### config.mk
export PLATFORM = sky130hd
export DESIGN_NAME = hazard_mdu
export DESIGN_NICKNAME = d
export VERILOG_FILES = /design/src/rtl/hazard_pkg.sv /design/src/rtl/hazard_fwd_sel.sv /design/src/rtl/hazard_mdu.sv
export SDC_FILE = /design/constraint.sdc
export NUM_CORES = 1
export LEC_CHECK = 0
export BUFFER_PORTS_ARGS = -buffer_cell sky130_fd_sc_hd__buf_2
export CAP_MARGIN = 0
export CORE_MARGIN = 2
export CORE_UTILIZATION = 30
export CTS_BUF_LIST = sky130_fd_sc_hd__clkbuf_4
export DETAILED_ROUTE_END_ITERATION = 7
export PLACE_DENSITY = 0.68
export REMOVE_ABC_BUFFERS = 1
export SLEW_MARGIN = 40
export SYNTH_ARGS = -nofsm -noshare
export SYNTH_HDL_FRONTEND = slang
export SYNTH_SLANG_ARGS = --single-unit
### constraint.sdc
create_clock -name clk -period 3.55 [get_ports clk]
set_input_delay 0.355 -clock clk [delete_from_list [all_inputs] [get_ports clk]]
set_output_delay 0.355 -clock clk [all_outputs]
set_load 0.005 [all_outputs]
### src/rtl/hazard_pkg.sv
// Shared types and constants for the hazard unit and its forwarding selectors.
package hazard_pkg;

  localparam int REG_AW_DEFAULT = 5;

  typedef enum logic [1:0] {
    FWD_RF = 2'b00,
    FWD_W  = 2'b01,
    FWD_M  = 2'b10
  } fwd_sel_e;

  typedef enum logic [1:0] {
    IDLE = 2'b00,
    BUSY = 2'b01,
    DONE = 2'b10
  } mdu_state_e;

endpackage

### src/rtl/hazard_fwd_sel.sv
// Forwarding select for one E-stage source operand. M has priority over W,
// and x0 is never forwarded.
module hazard_fwd_sel
  import hazard_pkg::*;
#(
  parameter int REG_AW = REG_AW_DEFAULT
) (
  input  logic [REG_AW-1:0] RsE,
  input  logic [REG_AW-1:0] RdM,
  input  logic              RegWriteM,
  input  logic [REG_AW-1:0] RdW,
  input  logic              RegWriteW,
  output logic [1:0]        Fwd
);

  // pick the youngest in-flight producer of RsE
  always_comb begin
    Fwd = FWD_RF;
    if (RegWriteM && (RsE == RdM) && (RsE != '0)) begin
      Fwd = FWD_M;
    end else if (RegWriteW && (RsE == RdW) && (RsE != '0)) begin
      Fwd = FWD_W;
    end
  end

endmodule

### src/rtl/hazard_mdu.sv
// Hazard unit for the 5-stage RV32 pipeline: M/W forwarding, load-use stall,
// branch/jump flush and an occupancy FSM holding multi-cycle MDU ops in E.
// Optional build macro HAZARD_PERF_EN adds stall/flush performance counters.
//
// state | meaning
// ------+-----------------------------------------------------------------
// IDLE  | no MDU op in flight; a new MduStartE is accepted here
// BUSY  | MDU op held in E, cnt counts down the remaining held cycles
// DONE  | last E cycle of the op; E advances, MduStartE is ignored
module hazard_mdu
  import hazard_pkg::*;
#(
  parameter  int REG_AW  = REG_AW_DEFAULT,
  parameter  int MDU_LAT = 4,
  localparam int CNT_W   = $clog2(MDU_LAT + 1)
) (
  input  logic              clk,
  input  logic              reset,
  input  logic [REG_AW-1:0] Rs1D,
  input  logic [REG_AW-1:0] Rs2D,
  input  logic [REG_AW-1:0] Rs1E,
  input  logic [REG_AW-1:0] Rs2E,
  input  logic [REG_AW-1:0] RdE,
  input  logic              RegWriteE,
  input  logic              ResultSrcE_zero,
  input  logic              MduStartE,
  input  logic              PCSrcE,
  input  logic [REG_AW-1:0] RdM,
  input  logic [REG_AW-1:0] RdW,
  input  logic              RegWriteM,
  input  logic              RegWriteW,
  output logic              StallF,
  output logic              StallD,
  output logic              StallE,
  output logic              FlushD,
  output logic              FlushE,
  output logic              FlushM,
  output logic [1:0]        ForwardAE,
  output logic [1:0]        ForwardBE,
  output logic              MduBusy
`ifdef HAZARD_PERF_EN
  ,
  output logic [31:0]       perf_stall_cnt,
  output logic [31:0]       perf_flush_cnt
`endif
);

  // An op with MDU_LAT>=2 stalls in the start cycle; BUSY covers the rest
  // of the held cycles, so the down-counter starts at MDU_LAT-3.
  localparam logic             MDU_MULTI = (MDU_LAT >= 2);
  localparam logic             MDU_LONG  = (MDU_LAT >= 3);
  localparam logic [CNT_W-1:0] CNT_LOAD  = MDU_LONG ? CNT_W'(MDU_LAT - 3) : '0;

  mdu_state_e       state, state_n;
  logic [CNT_W-1:0] cnt, cnt_n;
  logic             lw_stall;
  logic             mdu_stall;

  hazard_fwd_sel #(.REG_AW(REG_AW)) u_fwd_a (
    .RsE       (Rs1E),
    .RdM       (RdM),
    .RegWriteM (RegWriteM),
    .RdW       (RdW),
    .RegWriteW (RegWriteW),
    .Fwd       (ForwardAE)
  );

  hazard_fwd_sel #(.REG_AW(REG_AW)) u_fwd_b (
    .RsE       (Rs2E),
    .RdM       (RdM),
    .RegWriteM (RegWriteM),
    .RdW       (RdW),
    .RegWriteW (RegWriteW),
    .Fwd       (ForwardBE)
  );

  // load in E whose destination is read by the instruction in D
  always_comb begin
    lw_stall = ResultSrcE_zero && RegWriteE && (RdE != '0) &&
               ((Rs1D == RdE) || (Rs2D == RdE));
  end

  // occupancy state register and down-counter
  always_ff @(posedge clk) begin
    if (reset) begin
      state <= IDLE;
      cnt   <= '0;
    end else begin
      state <= state_n;
      cnt   <= cnt_n;
    end
  end

  // next-state, terminal-count compare and MDU stall request
  always_comb begin
    state_n   = state;
    cnt_n     = cnt;
    mdu_stall = 1'b0;
    case (state)
      IDLE: begin
        if (MduStartE && MDU_MULTI) begin
          mdu_stall = 1'b1;
          if (MDU_LONG) begin
            state_n = BUSY;
            cnt_n   = CNT_LOAD;
          end else begin
            state_n = DONE;
          end
        end
      end
      BUSY: begin
        mdu_stall = 1'b1;
        if (cnt == '0) begin
          state_n = DONE;
        end else begin
          cnt_n = cnt - CNT_W'(1);
        end
      end
      DONE: begin
        state_n = IDLE;
      end
      default: begin
        state_n = IDLE;
        cnt_n   = '0;
      end
    endcase
  end

  // stage controls; a held E must keep D/E contents, so MDU wins over flushes
  always_comb begin
    StallF  = lw_stall | mdu_stall;
    StallD  = lw_stall | mdu_stall;
    StallE  = mdu_stall;
    FlushM  = mdu_stall;
    FlushD  = PCSrcE & ~mdu_stall;
    FlushE  = (lw_stall | PCSrcE) & ~mdu_stall;
    MduBusy = (state != IDLE);
  end

`ifdef HAZARD_PERF_EN
  // free-running event counters, wrapping modulo 2^32
  always_ff @(posedge clk) begin
    if (reset) begin
      perf_stall_cnt <= '0;
      perf_flush_cnt <= '0;
    end else begin
      perf_stall_cnt <= perf_stall_cnt + {31'd0, StallF};
      perf_flush_cnt <= perf_flush_cnt + {31'd0, FlushE};
    end
  end
`endif

endmodule

; After elaboration in Yosys (flattened, before gate mapping)
; Cells that the tools add are included.
[totals]
regBits = 5
input_bits = 43
output_inout_bits = 11
elab_cells = 52
[op_classes]
addsub = 1
n_eq_ne = 11
muxes = 12
bitwise_logic = 6
n_reduce_logical = 20
[op_table]
columns = cell, count
row1 = equality test 5 bit, 6
row2 = nonzero test 5 bit, 3
row3 = logical AND 1 bit, 11
row4 = one-hot mux 3 bit (3 select lines), 1
row5 = 2-to-1 mux 2 bit, 4
row6 = 2-to-1 mux 3 bit, 2
row7 = inequality test 2 bit (second input constant), 3
row8 = one-hot mux 2 bit (2 select lines), 1
row9 = zero test 3 bit, 1
row10 = 2-to-1 mux 1 bit, 3
row11 = AND reduction 3 bit, 1
row12 = subtractor 3 x 1 -> 3 bit (second input constant), 1
row13 = AND 1 bit, 2
row14 = equality test 2 x 1 -> 1 bit (second input constant), 1
row15 = equality test 2 bit (second input constant), 1
row16 = zero test 2 bit, 1
row17 = inverter 1 bit, 2
row18 = bitwise OR 1 bit, 2
row19 = one-hot mux 1 bit (2 select lines), 1
row20 = AND reduction 2 bit, 1
row21 = nonzero test 2 bit, 1
row22 = logical OR 1 bit, 1

; Depth between registers and ports, before layout
[logic_depth]
ltp_word = 5
depth_mapped = 6
ltp_nobuf = 6

; Hierarchy
; Synthesis repeated with hierarchy kept, for this count alone.
[hier_totals]
hier_cells = 88
area_unflattened_um2 = 700.7
[modules_own_cells]
columns = module, instances, cells_per_inst, area_each_um2, seq_area_each_um2
row1 = hazard_mdu, 1, 52, 422.9, 100.1
row2 = hazard_fwd_sel, 2, 18, 138.9, 0.0

; Worst setup path after synthesis
; No wires, ideal clock.
[synth_path]
kind = input to output
startpoint = input Rs1E[1]
endpoint = output ForwardAE[0]
t_arrival_ns = 1.326
t_required_ns = 3.195
slack_ns = 1.869
cell_stages = 4
n_path_buf = 0
cell_sequence = or4_4 nor2_4 nor4_2 nor4_2
[synth_between]
elab_chain_len = 5
[synth_rtl]
columns = item, line_no
row1 = start: declaration, hazard_mdu.sv:21  ; input logic [REG_AW-1:0] Rs1E,
row2 = equality test 5 bit, hazard_fwd_sel.sv:21  ; end else if (RegWriteW && (RsE == RdW) && (RsE != '0)) begin
row3 = logical AND 1 bit (2 in a row), hazard_fwd_sel.sv:21
row4 = 2-to-1 mux 1 bit, hazard_fwd_sel.sv:21
row5 = 2-to-1 mux 2 bit *, hazard_fwd_sel.sv:19  ; if (RegWriteM && (RsE == RdM) && (RsE != '0)) begin
row6 = end: declaration, hazard_mdu.sv:38  ; output logic [1:0] ForwardAE,
; Every way passes the cells marked *; elsewhere a longest branch is shown, timed or not.

; Final worst setup path
[layout_path]
startpoint = input Rs2E[0]
endpoint = output ForwardBE[0]
[layout_between]
elab_chain_len = 5
[layout_rtl]
columns = item, line_no
row1 = start: declaration, hazard_mdu.sv:22  ; input logic [REG_AW-1:0] Rs2E,
row2 = equality test 5 bit, hazard_fwd_sel.sv:21
row3 = logical AND 1 bit (2 in a row), hazard_fwd_sel.sv:21
row4 = 2-to-1 mux 1 bit, hazard_fwd_sel.sv:21
row5 = 2-to-1 mux 2 bit *, hazard_fwd_sel.sv:19
row6 = end: declaration, hazard_mdu.sv:39  ; output logic [1:0] ForwardBE,
; Marks and branches as above.

==> reports/metrics.cfg <==
[yosys]
yosys-top-cells-area = xnor2_1 19%, xor2_1 18%, dfxtp_1 14%, nor4_2 6.8%, nand4_1 4.3%
synth-xor-area-share_pct = 36.9
yosys-top-cells-count = 16 x xnor2_1, 15 x xor2_1, 7 x nor2_1
synth.avg_cell_area_um2 = 8.27
synth_top_cell_by_area = xnor2_1
async_flop_share_pct = 0
synth_top_area_share_pct = 19.0
synth-edff-count = 0
synthCells = 89
ys_types = 29
synth_top_family_by_area = XOR/XNOR gates
yosysWarnings = 0
ys_seq_area_share_pct = 13.6
synth_flop_cell = dfxtp_1
synthMuxAreaShare_pct = 1.36
synth_compound_area_share_pct = 7.31
synth_adder_area_share_pct = 3.40
yosys.area_share.simple_pct = 32.7
synthesis.area_um2 = 736
yosysMostFrequentCell = xnor2_1
ys_seq_elements = 5

[worst_setup_path]
worstSetupStartpointType = input port
r2r_start = cnt[0]
worstRegToRegCells = 6
ff2ff_setup_slack_ps = 2050
cp.required_ps = 3190
critPathKind = input port to output pin
endpoint_kind = output pin
worstPathArrival_ps = 1580
r2r-end = cnt[2]
critPathMaxFanout = 3

[pwr]
ir_worst_vdd_mv = 0.203
p_leak_nw = 0.479
power_density_nw_per_um2 = 273

[global_routing]
grt_max_degree = 11
gr-usage-all-layers_pct = 14.5
antenna_found_initial = 0
overflow = 0
grt_pass1_vias = 797
grt_pass1_wl_mm = 3.13

[routing]
dr.first_iter.drc_count = 8
drc_errors = 0
via_count = 818
routed_wl_mm = 1.97
antenna_left = 0
vias_per_cell = 4.78
wl_per_cell_um = 11.5
drtPass1Iterations = 4

[sta]
slew_headroom_pct = 76.1
fmax_mhz = 516
slew_viol_final = 0
rsz0062_at_grt = no
worst_pin_slew_ps = 349
finalSetupViolCount = 0
tns_ps = 0
fin_skew_ps = 4.90
fin_crit_sh_pct = 54.6
final-hold-violation-count = 0
finalCriticalPeriod_ps = 1940

[cts]
cts_sinks = 5
cts_max_level = 1
hold_buffers = 0
cts_made_buffers = 3
cts_setup_buffers = 0
root_buffer = clkbuf_4
clock_latency_ps = 240
cts_tree = yes
path_clk_slew_ps = 40
clk_path_buf_depth = 2
cts_resized = 0

[placed_design]
place_inst = 167
gp_congestion = 0.782
place_area_um2 = 1020
hpwl_mm = 1.70
port_buffers = 53

[final_layout]
fin_cells = 171
n_fill_cell = 228
drive_gt1_share_pct = 46.9
fin_nets = 189
n_antenna_cell = 0
fin_area_um2 = 1050
synthToLayoutAreaGrowth_pct = 42.2

[floorplanning]
dieArea_um2 = 2860
die_height_um = 53.5
pin_count = 54
core_area_um2 = 2280
rows = 17
die_width_um = 53.5
start_util_pct = 32.3

[worst_hold_path]
hold_start = reset
hold_class = input port to flip-flop
hold_depth = 2
holdPathEnd = cnt[1]

[run_status]
status = finished, final reports clean

[run]
drv_cap = 0

critical path, stage by stage:
cell and delay, ps:
buf_2 120, or4_4 540, nor2_4 120, nor4_2 70, nor4_2 230, buf_2 140
area by class of cell:
| type | instances | area (um^2) | share of cell area (%) |
|---|---|---|---|
| well taps | 28 | 35.0 | 3.35 |
| flip-flops and latches | 5 | 100 | 9.57 |
| inverters | 4 | 15.0 | 1.44 |
| multi-input cells | 77 | 601 | 57.4 |
| repair buffers | 53 | 265 | 25.4 |
| clock buffers | 4 | 30.0 | 2.87 |
layout by cell type (no fill, tap or decap), types with 3 or more instances in the layout:
cell      instances
clkbuf_4          4
xnor2_1          16
xor2_1           15
nor4_2            4
nand4_1           5
buf_2            53
nor3_1            4
dfxtp_1           5
inv_1             4
nor2_1            7
nand2_1           3
stage by stage:
stage / hold WS (ps) / setup slack [ps] / total power [mW] / utilization [%]
2_1_floorplan: 427 / 1870 / 0.151 / -
3_3_place_gp: 474 / 1630 / 0.209 / 44.6
3_5_place_dp: 480 / 1590 / 0.212 / 44.6
4_1_cts: 336 / 1590 / 0.290 / 46.0
5_1_grt: 353 / 1520 / 0.308 / 46.0
6_report: 341 / 1610 / 0.286 / 46.0
metal layers:
| layer | vias to the layer above | track usage [%] | wire length (um) |
|---|---|---|---|
| met5 | - | 0 | 0 |
| met2 | 39 | 28.6 | 985 |
| met3 | 0 | 1.69 | 200 |
| met4 | 0 | 5.13 | 0 |
| met1 | 356 | 15.4 | 786 |
| li1 | 423 | - | - |
cell families after synthesis:
logic type	Yosys count
compound gates	8
buf+inv	7
simple gates	35
flops	5
fa+ha+maj	2
xor+xnor	31
mux	1
worst max-delay path by stage:
stage,startpoint,slack (ps),cells after the start,endpoint
floorplan,Rs1E[1],1870,4,ForwardAE[0]
global placement,Rs2E[0],1630,6,ForwardBE[0]
detailed placement,Rs2E[0],1590,6,ForwardBE[0]
CTS,Rs2E[0],1590,6,ForwardBE[0]
global route,Rs2E[0],1520,6,ForwardBE[0]
finish,Rs2E[0],1610,6,ForwardBE[0]
report_power, final:
group	leakage, nW	internal (mW)	switching [mW]
Sequential	0.0412	0.0654	0.00915
Clock	0.0184	0.0502	0.0242
Combinational	0.420	0.0705	0.0663
Total	0.479	0.186	0.0996
state kept, by name, summed over array words and instances (netlist names):
name	count
cnt	3
state	2
Note: power is estimated with default switching activity, not from simulation.
